<file path="config.mk">
export PLATFORM = sky130hd
export DESIGN_NAME = hsv_core_commit
export DESIGN_NICKNAME = d
export VERILOG_FILES = /design/src/rtl/hsv_core_pkg.sv /design/src/rtl/hsv_core_commit_flush_tracker.sv /design/src/rtl/hsv_core_commit.sv
export SDC_FILE = /design/constraint.sdc
export NUM_CORES = 1
export LEC_CHECK = 0
export ABC_AREA = 1
export CORE_UTILIZATION = 46
export DETAILED_ROUTE_END_ITERATION = 10
export GPL_TIMING_DRIVEN = 0
export HOLD_SLACK_MARGIN = 0.12
export PLACE_DENSITY_LB_ADDON = 0.15
export SLEW_MARGIN = 10
export SYNTH_ARGS = -nofsm -noshare
export SYNTH_HDL_FRONTEND = slang
export SYNTH_SLANG_ARGS = --single-unit
</file>
<file path="constraint.sdc">
create_clock -name clk_core -period 8.13 [get_ports clk_core]
set_clock_uncertainty 0.15 [all_clocks]
set_input_delay 1.2195 -clock clk_core [delete_from_list [all_inputs] [get_ports clk_core]]
set_output_delay 1.2195 -clock clk_core [all_outputs]
set_load 0.05 [all_outputs]
</file>
<file path="src/rtl/hsv_core_pkg.sv">
// Shared types for the hsv core commit slice: the retiring-instruction
// record and the commit stage state encoding.
package hsv_core_pkg;

  typedef struct packed {
    logic [31:0] pc;
    logic [4:0]  rd;
    logic [31:0] rd_value;
    logic        writeback;
    logic        jump;
    logic [31:0] jump_target;
    logic        trap;
  } commit_data_t;

  typedef enum logic [1:0] {
    COMMIT_RUN,
    COMMIT_FLUSH,
    COMMIT_REDIRECT
  } commit_state_t;

endpackage

</file>
<file path="src/rtl/hsv_core_commit_flush_tracker.sv">
// Collects per-unit flush acknowledges into a sticky register. all_acked_o
// looks through to the live acks so a unit acking in the same cycle counts.
module hsv_core_commit_flush_tracker #(
  parameter int unsigned NUM_UNITS = 1
) (
  input  logic                 clk_i,
  input  logic                 rst_i,
  input  logic                 clear_i,
  input  logic                 collect_i,
  input  logic [NUM_UNITS-1:0] flush_ack_i,
  output logic                 all_acked_o
);

  logic [NUM_UNITS-1:0] sticky_q, sticky_d;

  // Clear on a new flush, otherwise accumulate acks only while collecting.
  always_comb begin
    sticky_d = sticky_q;
    if (clear_i) begin
      sticky_d = '0;
    end else if (collect_i) begin
      sticky_d = sticky_q | flush_ack_i;
    end
  end

  // Sticky ack register.
  always_ff @(posedge clk_i or posedge rst_i) begin
    if (rst_i) begin
      sticky_q <= '0;
    end else begin
      sticky_q <= sticky_d;
    end
  end

  assign all_acked_o = &(sticky_q | flush_ack_i);

endmodule

</file>
<file path="src/rtl/hsv_core_commit.sv">
// In-order commit stage: retires one entry per cycle onto the register-file
// write port and, on a taken jump or trap, runs the flush_req/flush_ack
// handshake before emitting a single-cycle redirect to fetch.
// Optional: define HSV_COMMIT_MINSTRET_EN to add the 64-bit minstret counter.
//
// state           | meaning
// COMMIT_RUN      | accepting entries
// COMMIT_FLUSH    | flush_req high, waiting for every unit to ack
// COMMIT_REDIRECT | redirect_valid pulse to fetch
module hsv_core_commit
  import hsv_core_pkg::*;
#(
  parameter int unsigned NUM_UNITS   = 1,
  parameter logic [31:0] TRAP_VECTOR = 32'h0000_0100
) (
  input  logic                 clk_core,
  input  logic                 rst_core,
  input  commit_data_t         commit_data,
  input  logic                 in_valid,
  output logic                 in_ready,
  output logic [NUM_UNITS-1:0] flush_req,
  input  logic [NUM_UNITS-1:0] flush_ack,
  output logic                 rf_we,
  output logic [4:0]           rf_waddr,
  output logic [31:0]          rf_wdata,
  output logic                 redirect_valid,
  output logic [31:0]          redirect_pc
`ifdef HSV_COMMIT_MINSTRET_EN
  ,
  output logic [63:0]          minstret
`endif
);

  commit_state_t        state_q, state_d;
  logic [NUM_UNITS-1:0] flush_req_q, flush_req_d;
  logic                 rf_we_q, rf_we_d;
  logic [4:0]           rf_waddr_q, rf_waddr_d;
  logic [31:0]          rf_wdata_q, rf_wdata_d;
  logic                 redirect_valid_q, redirect_valid_d;
  logic [31:0]          redirect_pc_q, redirect_pc_d;
  logic [31:0]          target_q, target_d;
  logic                 accept;
  logic                 clear_acks;
  logic                 all_acked;
  logic                 pc_unused;

  // The retiring PC is carried in the record but not needed here.
  assign pc_unused = ^commit_data.pc;

  assign in_ready = (state_q == COMMIT_RUN);
  assign accept   = in_valid & in_ready;

  hsv_core_commit_flush_tracker #(
    .NUM_UNITS (NUM_UNITS)
  ) u_flush_tracker (
    .clk_i       (clk_core),
    .rst_i       (rst_core),
    .clear_i     (clear_acks),
    .collect_i   (state_q == COMMIT_FLUSH),
    .flush_ack_i (flush_ack),
    .all_acked_o (all_acked)
  );

  // Next-state and registered-output logic.
  always_comb begin
    state_d          = state_q;
    flush_req_d      = flush_req_q;
    rf_we_d          = 1'b0;
    rf_waddr_d       = rf_waddr_q;
    rf_wdata_d       = rf_wdata_q;
    redirect_valid_d = 1'b0;
    redirect_pc_d    = redirect_pc_q;
    target_d         = target_q;
    clear_acks       = 1'b0;
    unique case (state_q)
      COMMIT_RUN: begin
        if (accept) begin
          // Traps never write back; x0 writes (jump links too) are dropped.
          rf_we_d    = commit_data.writeback & ~commit_data.trap &
                       (commit_data.rd != 5'd0);
          rf_waddr_d = commit_data.rd;
          rf_wdata_d = commit_data.rd_value;
          if (commit_data.jump | commit_data.trap) begin
            state_d     = COMMIT_FLUSH;
            flush_req_d = '1;
            clear_acks  = 1'b1;
            target_d    = commit_data.trap ? TRAP_VECTOR : commit_data.jump_target;
          end
        end
      end
      COMMIT_FLUSH: begin
        if (all_acked) begin
          state_d          = COMMIT_REDIRECT;
          flush_req_d      = '0;
          redirect_valid_d = 1'b1;
          redirect_pc_d    = target_q;
        end
      end
      COMMIT_REDIRECT: begin
        state_d = COMMIT_RUN;
      end
      default: begin
        state_d = COMMIT_RUN;
      end
    endcase
  end

  // State and output registers.
  always_ff @(posedge clk_core or posedge rst_core) begin
    if (rst_core) begin
      state_q          <= COMMIT_RUN;
      flush_req_q      <= '0;
      rf_we_q          <= 1'b0;
      rf_waddr_q       <= 5'd0;
      rf_wdata_q       <= 32'd0;
      redirect_valid_q <= 1'b0;
      redirect_pc_q    <= 32'd0;
      target_q         <= 32'd0;
    end else begin
      state_q          <= state_d;
      flush_req_q      <= flush_req_d;
      rf_we_q          <= rf_we_d;
      rf_waddr_q       <= rf_waddr_d;
      rf_wdata_q       <= rf_wdata_d;
      redirect_valid_q <= redirect_valid_d;
      redirect_pc_q    <= redirect_pc_d;
      target_q         <= target_d;
    end
  end

  assign flush_req      = flush_req_q;
  assign rf_we          = rf_we_q;
  assign rf_waddr       = rf_waddr_q;
  assign rf_wdata       = rf_wdata_q;
  assign redirect_valid = redirect_valid_q;
  assign redirect_pc    = redirect_pc_q;

`ifdef HSV_COMMIT_MINSTRET_EN
  logic [63:0] minstret_q, minstret_d;

  // Count retired non-trapping entries; wraps naturally at 2^64.
  always_comb begin
    minstret_d = minstret_q;
    if (accept && !commit_data.trap) begin
      minstret_d = minstret_q + 64'd1;
    end
  end

  // Retired-instruction counter register.
  always_ff @(posedge clk_core or posedge rst_core) begin
    if (rst_core) begin
      minstret_q <= 64'd0;
    end else begin
      minstret_q <= minstret_d;
    end
  end

  assign minstret = minstret_q;
`endif

endmodule
</file>
Word level (Yosys, flattened, before mapping)

Cells that the tools add are included.
W data, S select, Z words.

Equal/unequal tests: 4
Multiplexer cells: 18
Bitwise operators: 6
Reduce and logical (&&, ||, !) cells: 9

Operators by type and width:

| kind                 | number |
|---|---|
| $mux W32             | 1 |
| $mux W1              | 12 |
| $mux W2              | 3 |
| $reduce_and A3 Y1    | 2 |
| $reduce_bool A5 Y1   | 1 |
| $ne A2 B1 Y1 const B | 2 |
| $pmux W2 S2          | 1 |
| $reduce_and A2 Y1    | 2 |
| $reduce_and A4 Y1    | 1 |
| $reduce_bool A2 Y1   | 2 |
| $and A1 B1 Y1        | 3 |
| $eq A2 B1 Y1 const B | 1 |
| $logic_not A2 Y1     | 1 |
| $ne A2 B2 Y1 const B | 1 |
| $or A1 B1 Y1         | 2 |
| $pmux W1 S2          | 1 |
| $not A1 Y1           | 1 |

Bits in registers: 107
Output and inout port bits: 73
Word-level logic and storage cells: 46

Logic depth before layout (Yosys ltp)

Gate-level depths: netlist of the first run.

Depth after elaboration: 5
Gate-level depth with buffers: 7
Gate-level depth less buffers: 6

Hierarchy

Synthesis of the first run repeated with hierarchy kept, for this count alone.

Cells, all modules: 532
Area total of the unflattened synthesis: 4,376.7 um2

Modules (own cells, without submodules):

| module                        | instances | cells each | area an instance (um2) | seq. area each (um2) |
|---|---|---|---|---|
| hsv_core_commit               | 1         | 525        | 4,325.4                | 2,652.5 |
| hsv_core_commit_flush_tracker | 1         | 7          | 51.3                   | 25.0 |

Least setup slack after synthesis of the first run

OpenSTA, ideal clock, no wires.

Path kind: flip-flop to output port
Start point: register state_q[1]
End point: output port in_ready
Data arrival time: 0.939 ns
Setup slack: 5.821 ns
Cell stages (with the launch flop): 3
Buffers on the path: 1
Cells stage by stage: dfrtp_1 -> nor2_4 -> buf_2

Cells in the longest elaborated chain, start to end: 1

Ends and longest elaborated chain:

| element                  | line                   | text |
|---|---|---|
| start: declaration       | hsv_core_commit.sv:34  | `commit_state_t state_q, state_d;` |
| start signal: assignment | hsv_core_commit.sv:120 | `state_q <= state_d;` |
| $logic_not A2 Y1         | hsv_core_commit.sv:50  | `assign in_ready = (state_q == COMMIT_RUN);` |
| end: declaration         | hsv_core_commit.sv:20  | `output logic in_ready,` |

Every way passes these cells.

Final worst setup path of the first run

Same ends and word-level chain as after synthesis.

==> results.cfg, run 1 <==
[place]
dpl.hpwl_um = 7680
finalWeightedCongestion = 0.820
io_buffers = 147

[global_route]
antenna_found_initial = 0
grt_max_degree = 68
grt_remaining_overflow = 0
grt_pass1_vias = 3797
grt_pass1_wl_um = 17200
grt_use_total = 0.221

[timing]
fin_setup_tns_ns = 0
slew_headroom = 0.639
period_needed_ns = 3.46
setup_violations = 0
grt_setup_unrepaired = no
worst_pin_slew_ns = 0.540
hold_viol = 0
slew_violations = 0
max_freq_ghz = 0.289
min_period_over_period = 0.425

[die]
die_y_um = 99.5
die-area_um2 = 9890
num_io_pins = 181
core_area_um2 = 9240
start_util = 0.473
rows = 35
die_width_um = 99.5

[logic_synthesis]
syn_inst = 531
syn_area_per_cell_um2 = 8.23
yosys_warnings = 0
synth_area_um2 = 4370
ys_types = 16
synth_seq_cells = 107
ys_seq_area_frac = 0.613
synth_nets = 639

[final_layout]
final_nets = 798
final_common_cell = nand2_1
fin_util = 0.674
drive_gt1_frac = 0.0620
area_growth_pct = 42.4
final_cell_mix = 268 x nand2_1, 147 x clkdlybuf4s50_1, 107 x dfrtp_1, 43 x inv_1, 37 x nor2_1
num_antenna_cells = 0

[power_and_ir_drop]
powerDensity_nw_per_um2 = 422
irDropWorstVdd_mv = 0.196
power.leakage_nw = 3.30
power_w = 0.00263

[routing]
vias = 3840
vias_per_cell = 4.67
first_pass_iters = 4
ant_nets = 0
routed.top_layer = met4
wl_met2_um = 4850
drt-initial-drc-count = 150
wirelength_um = 10300
drc = 0
met1Wirelength_um = 4630
met3_length_um = 575
routedWlPerCell_um = 12.5

[worst_setup_path]
crit_arrival_ns = 2.09
r2r_cells = 5
end_kind = output port
slowest_delay_ns = 0.83
reg2reg_from = state_q[1]$_DFFE_PP0P_
critPathBufInv = 2
worst-path-max-fanout = 10
startpoint = state_q[1]$_DFFE_PP0P_
path_cells = nor2_4 -> buf_2 -> clkdlybuf4s50_1
crit_type = flip-flop to output port
cp.depth = 3
worst_ep_required_time_ns = 6.76
path_delay_family = buffers and inverters
startpoint_type = flip-flop
cp_slowest_cell = clkdlybuf4s50_1

[clock_network]
cts_max_path_buffers = 2
cts_inserted_buffers = 9
post_cts_buffers = 0
cts_resized = 0
clk_latency_ns = 0.36
cts_tree = yes
htreeDepth = 3
numClockSinks = 107
root_buffer = clkbuf_8
clk_pin_slew_worst_paths_ns = 0.10
cts_hold_buf = 0

[run_status]
status = completed

[run]
cap_viol_max_count = 0

[worst_hold_path]
holdCritStartpoint = target_q[4]$_DFFE_PP0P_
hold_depth = 2
min_path_type = flip-flop to flip-flop
[power breakdown]
part | total [W] | leakage [nW] | switching [W] | internal, W
sequential | 0.000905 | 1.37 | 0.000133 | 0.000772
combinational | 0.00140 | 1.83 | 0.000956 | 0.000447
clock | 0.000322 | 0.0971 | 0.000179 | 0.000143
[Yosys cell counts]
cell      number  share of area
nand3_2        1         0.0023
nand2_2        2         0.0029
nand3_1       33          0.038
o21ai_1        5         0.0057
nor2_2         2         0.0029
nand4_1        1         0.0014
or2_2          1         0.0014
o21ai_0        1         0.0011
nor2_4         1         0.0026
inv_1         44          0.038
inv_2          2         0.0017
dfrtp_1      107           0.61
buf_2         18          0.021
clkbuf_1       8         0.0069
nand2_1      268           0.23
nor2_1        37          0.032
[path summary, 6_finish.rpt]
check	endpoint	slack (ns)
max	in_ready	4.67
min	redirect_pc[4]$_DFFE_PP0P_	0.32
max reg2reg	rf_wdata[12]$_DFFE_PP0P_	6.60
min reg2reg	redirect_pc[4]$_DFFE_PP0P_	0.32
max in group asynchronous	target_q[4]$_DFFE_PP0P_	6.12
min in group asynchronous	rf_wdata[15]$_DFFE_PP0P_	1.06
[worst register-to-register path, stage by stage, from the launching register on]
cell and delay (ns):
dfrtp_1 0.41, nor2_4 0.23, nand2_2 0.16, clkbuf_1 0.28, nand2_1 0.13, nand2_1 0.08
[logic make-up (layout without fill, tap and decap cells)]
family	Yosys count	count (layout)	synth area share
AND/OR/NAND/NOR	346	346	0.313
buffers and inverters	72	235	0.0670
AO/OA/AOI/OAI	6	6	0.00687
flip-flops	107	107	0.613
[stage by stage]
step | cells | hold WS [ns] | area (um2) | setup slack [ns]
floorplan | 531 | 0.299 | 4370 | 3.94
global placement | 807 | 0.306 | 6000 | 2.45
detailed placement | 808 | 0.307 | 6030 | 5.05
CTS | 823 | 0.326 | 6220 | 4.66
global route | 823 | 0.342 | 6220 | 4.59
finish | 823 | 0.321 | 6220 | 4.67
[per-layer routing]
layer	GRT usage	up-vias
li1	-	1900
met1	0.287	1788
met2	0.371	131
met3	0.0323	21
met4	0.0950	0
met5	0	-
[sequential cells by signal, summed over array words and instances, names as in the netlist]
register and count:
redirect_pc 32, u_flush_tracker.sticky_q 1, target_q 32, state_q 2, flush_req 1, rf_wdata 32
rf_we 1, rf_waddr 5, redirect_valid 1
[final cells by class]
cell class | instances | area [um2]
fill | 773 | 3020
sequential | 107 | 2680
timing repair buffer | 148 | 1500
multi-input combinational | 352 | 1400
inverter | 46 | 178
tap | 129 | 161
clock buffer | 10 | 128
buffer | 26 | 120
clock inverter | 5 | 61.3
(Power assumes the default switching activity.)
==> run 2: changes to the inputs <==
Settings changed: CORE_UTILIZATION 46 to 43.
Clock period 8.13 ns to 3.2 ns, I/O delays scaled along.
==> run 2 against run 1 <==
Via count is 1.5% lower. Worst setup slack worse by 4.2 ns. Wire length is 1.2% higher. Combinational power grew to 2.6 times the previous value. Cell count is 0.73% higher. Largest power group unchanged. Sequential share of layout area is 0.50 points lower. Utilization is 3.2 points lower. First-iteration DRC count is 19% lower. Die area is 6.8% higher. Global-route usage is 1.4 points lower. Worst hold slack better by 0.0052 ns.
==> results.cfg, run 2 (synthesis gave the netlist of run 1 again) <==
[final_layout]
drive_gt1_frac = 0.0661
instances_no_fill = 829
final_cell_mix = 268 x nand2_1, 147 x clkdlybuf4s50_1, 107 x dfrtp_1, 43 x inv_1, 37 x nor2_1
final_common_cell = nand2_1
num_antenna_cells = 0
area_growth_pct = 44.1
fin_util = 0.641
final_nets = 800

[routing]
routedWlPerCell_um = 12.5
ant_nets = 0
wirelength_um = 10400
vias = 3781
drc = 0
vias_per_cell = 4.56
first_pass_iters = 4
drt-initial-drc-count = 122

[worst_setup_path]
end_kind = output port
worst-path-max-fanout = 10
reg2reg_from = state_q[1]$_DFFE_PP0P_
worst_ep_required_time_ns = 2.57
regToRegEndpoint = rf_wdata[23]$_DFFE_PP0P_
reg2reg_slack_ns = 1.63
crit_arrival_ns = 2.11
startpoint_type = flip-flop
crit_type = flip-flop to output port
r2r_cells = 5

[clock_network]
clk_pin_slew_worst_paths_ns = 0.09
cts_hold_buf = 0
root_buffer = clkbuf_8
htreeDepth = 3
cts_resized = 0
cts_tree = yes
clk_latency_ns = 0.36
numClockSinks = 107
cts_inserted_buffers = 9
cts_max_path_buffers = 2
post_cts_buffers = 0

[place]
finalWeightedCongestion = 0.826
placedCellCount = 814
dpl.hpwl_um = 7870
io_buffers = 147
dpl_worst_slack_ns = 0.844

[timing]
setup_slack_ns = 0.457
period_needed_ns = 2.74
hold_viol = 0
slew_headroom = 0.618
fin_setup_tns_ns = 0
max_freq_ghz = 0.365
grt_setup_unrepaired = no
setup_violations = 0
worst_pin_slew_ns = 0.571
slew_violations = 0
min_period_over_period = 0.857

[power_and_ir_drop]
power.leakage_nw = 3.33
irDropWorstVdd_mv = 0.456
powerDensity_nw_per_um2 = 1080

[die]
start_util = 0.445
core_area_um2 = 9820
die-area_um2 = 10600
rows = 36
die_width_um = 103
num_io_pins = 181
die_y_um = 103

[run]
cap_viol_max_count = 0

[global_route]
grt_pass1_vias = 3635
grt_pass1_wl_um = 16700
grt_max_degree = 35
antenna_found_initial = 0
grt_use_total = 0.207
grt_remaining_overflow = 0

[worst_hold_path]
min_path_type = primary input to asynchronous set/reset pin

[run_status]
status = completed
run 2: area by class of cell:
type / instances / area, um2
buffer: 26 / 120
clock buffer: 11 / 151
clock inverter: 4 / 73.8
fill: 894 / 3520
inverter: 46 / 176
multi-input combinational: 352 / 1400
sequential: 107 / 2680
tap: 133 / 166
timing repair buffer: 150 / 1530
run 2: how the worst max path moves through the flow:
| stage | from | endpoint | cells past startpoint |
|---|---|---|---|
| 2_1_floorplan | rst_core | flush_req$_DFFE_PP0P_ | 1 |
| 3_5_place_dp | state_q[1]$_DFFE_PP0P_ | in_ready | 3 |
| 4_1_cts | state_q[1]$_DFFE_PP0P_ | in_ready | 3 |
| 5_1_grt | state_q[1]$_DFFE_PP0P_ | in_ready | 3 |
| 3_3_place_gp | rst_core | redirect_pc[17]$_DFFE_PP0P_ | 2 |
| 6_report | state_q[1]$_DFFE_PP0P_ | in_ready | 3 |
run 2: through the flow:
step	power, W	instance area (um2)	hold WS, ns
finish	0.00677	6300	0.326
global route	0.00720	6300	0.325
CTS	0.00685	6300	0.317
detailed placement	0.00591	6070	0.310
floorplan	0.00464	4370	0.299
global placement	0.00583	6010	0.306
run 2: layer usage:
metal / vias up / global-route usage / routed length [um]
li1: 1912 / - / -
met1: 1747 / 0.272 / 4830
met2: 112 / 0.342 / 4770
met3: 10 / 0.0325 / 635
met4: 0 / 0.0878 / 167
met5: - / 0 / 0
run 2: where the power goes:
group | internal [W] | total, W | switching [W]
clock | 0.000480 | 0.000911 | 0.000431
combinational | 0.00114 | 0.00357 | 0.00243
sequential | 0.00196 | 0.00230 | 0.000333
total | 0.00358 | 0.00677 | 0.00319
run 2: critical path, cell delays in order, from the launching register on:
cell and delay [ns]:
dfrtp_1 0.42, nor2_4 0.24, buf_2 0.26, clkdlybuf4s50_1 0.84
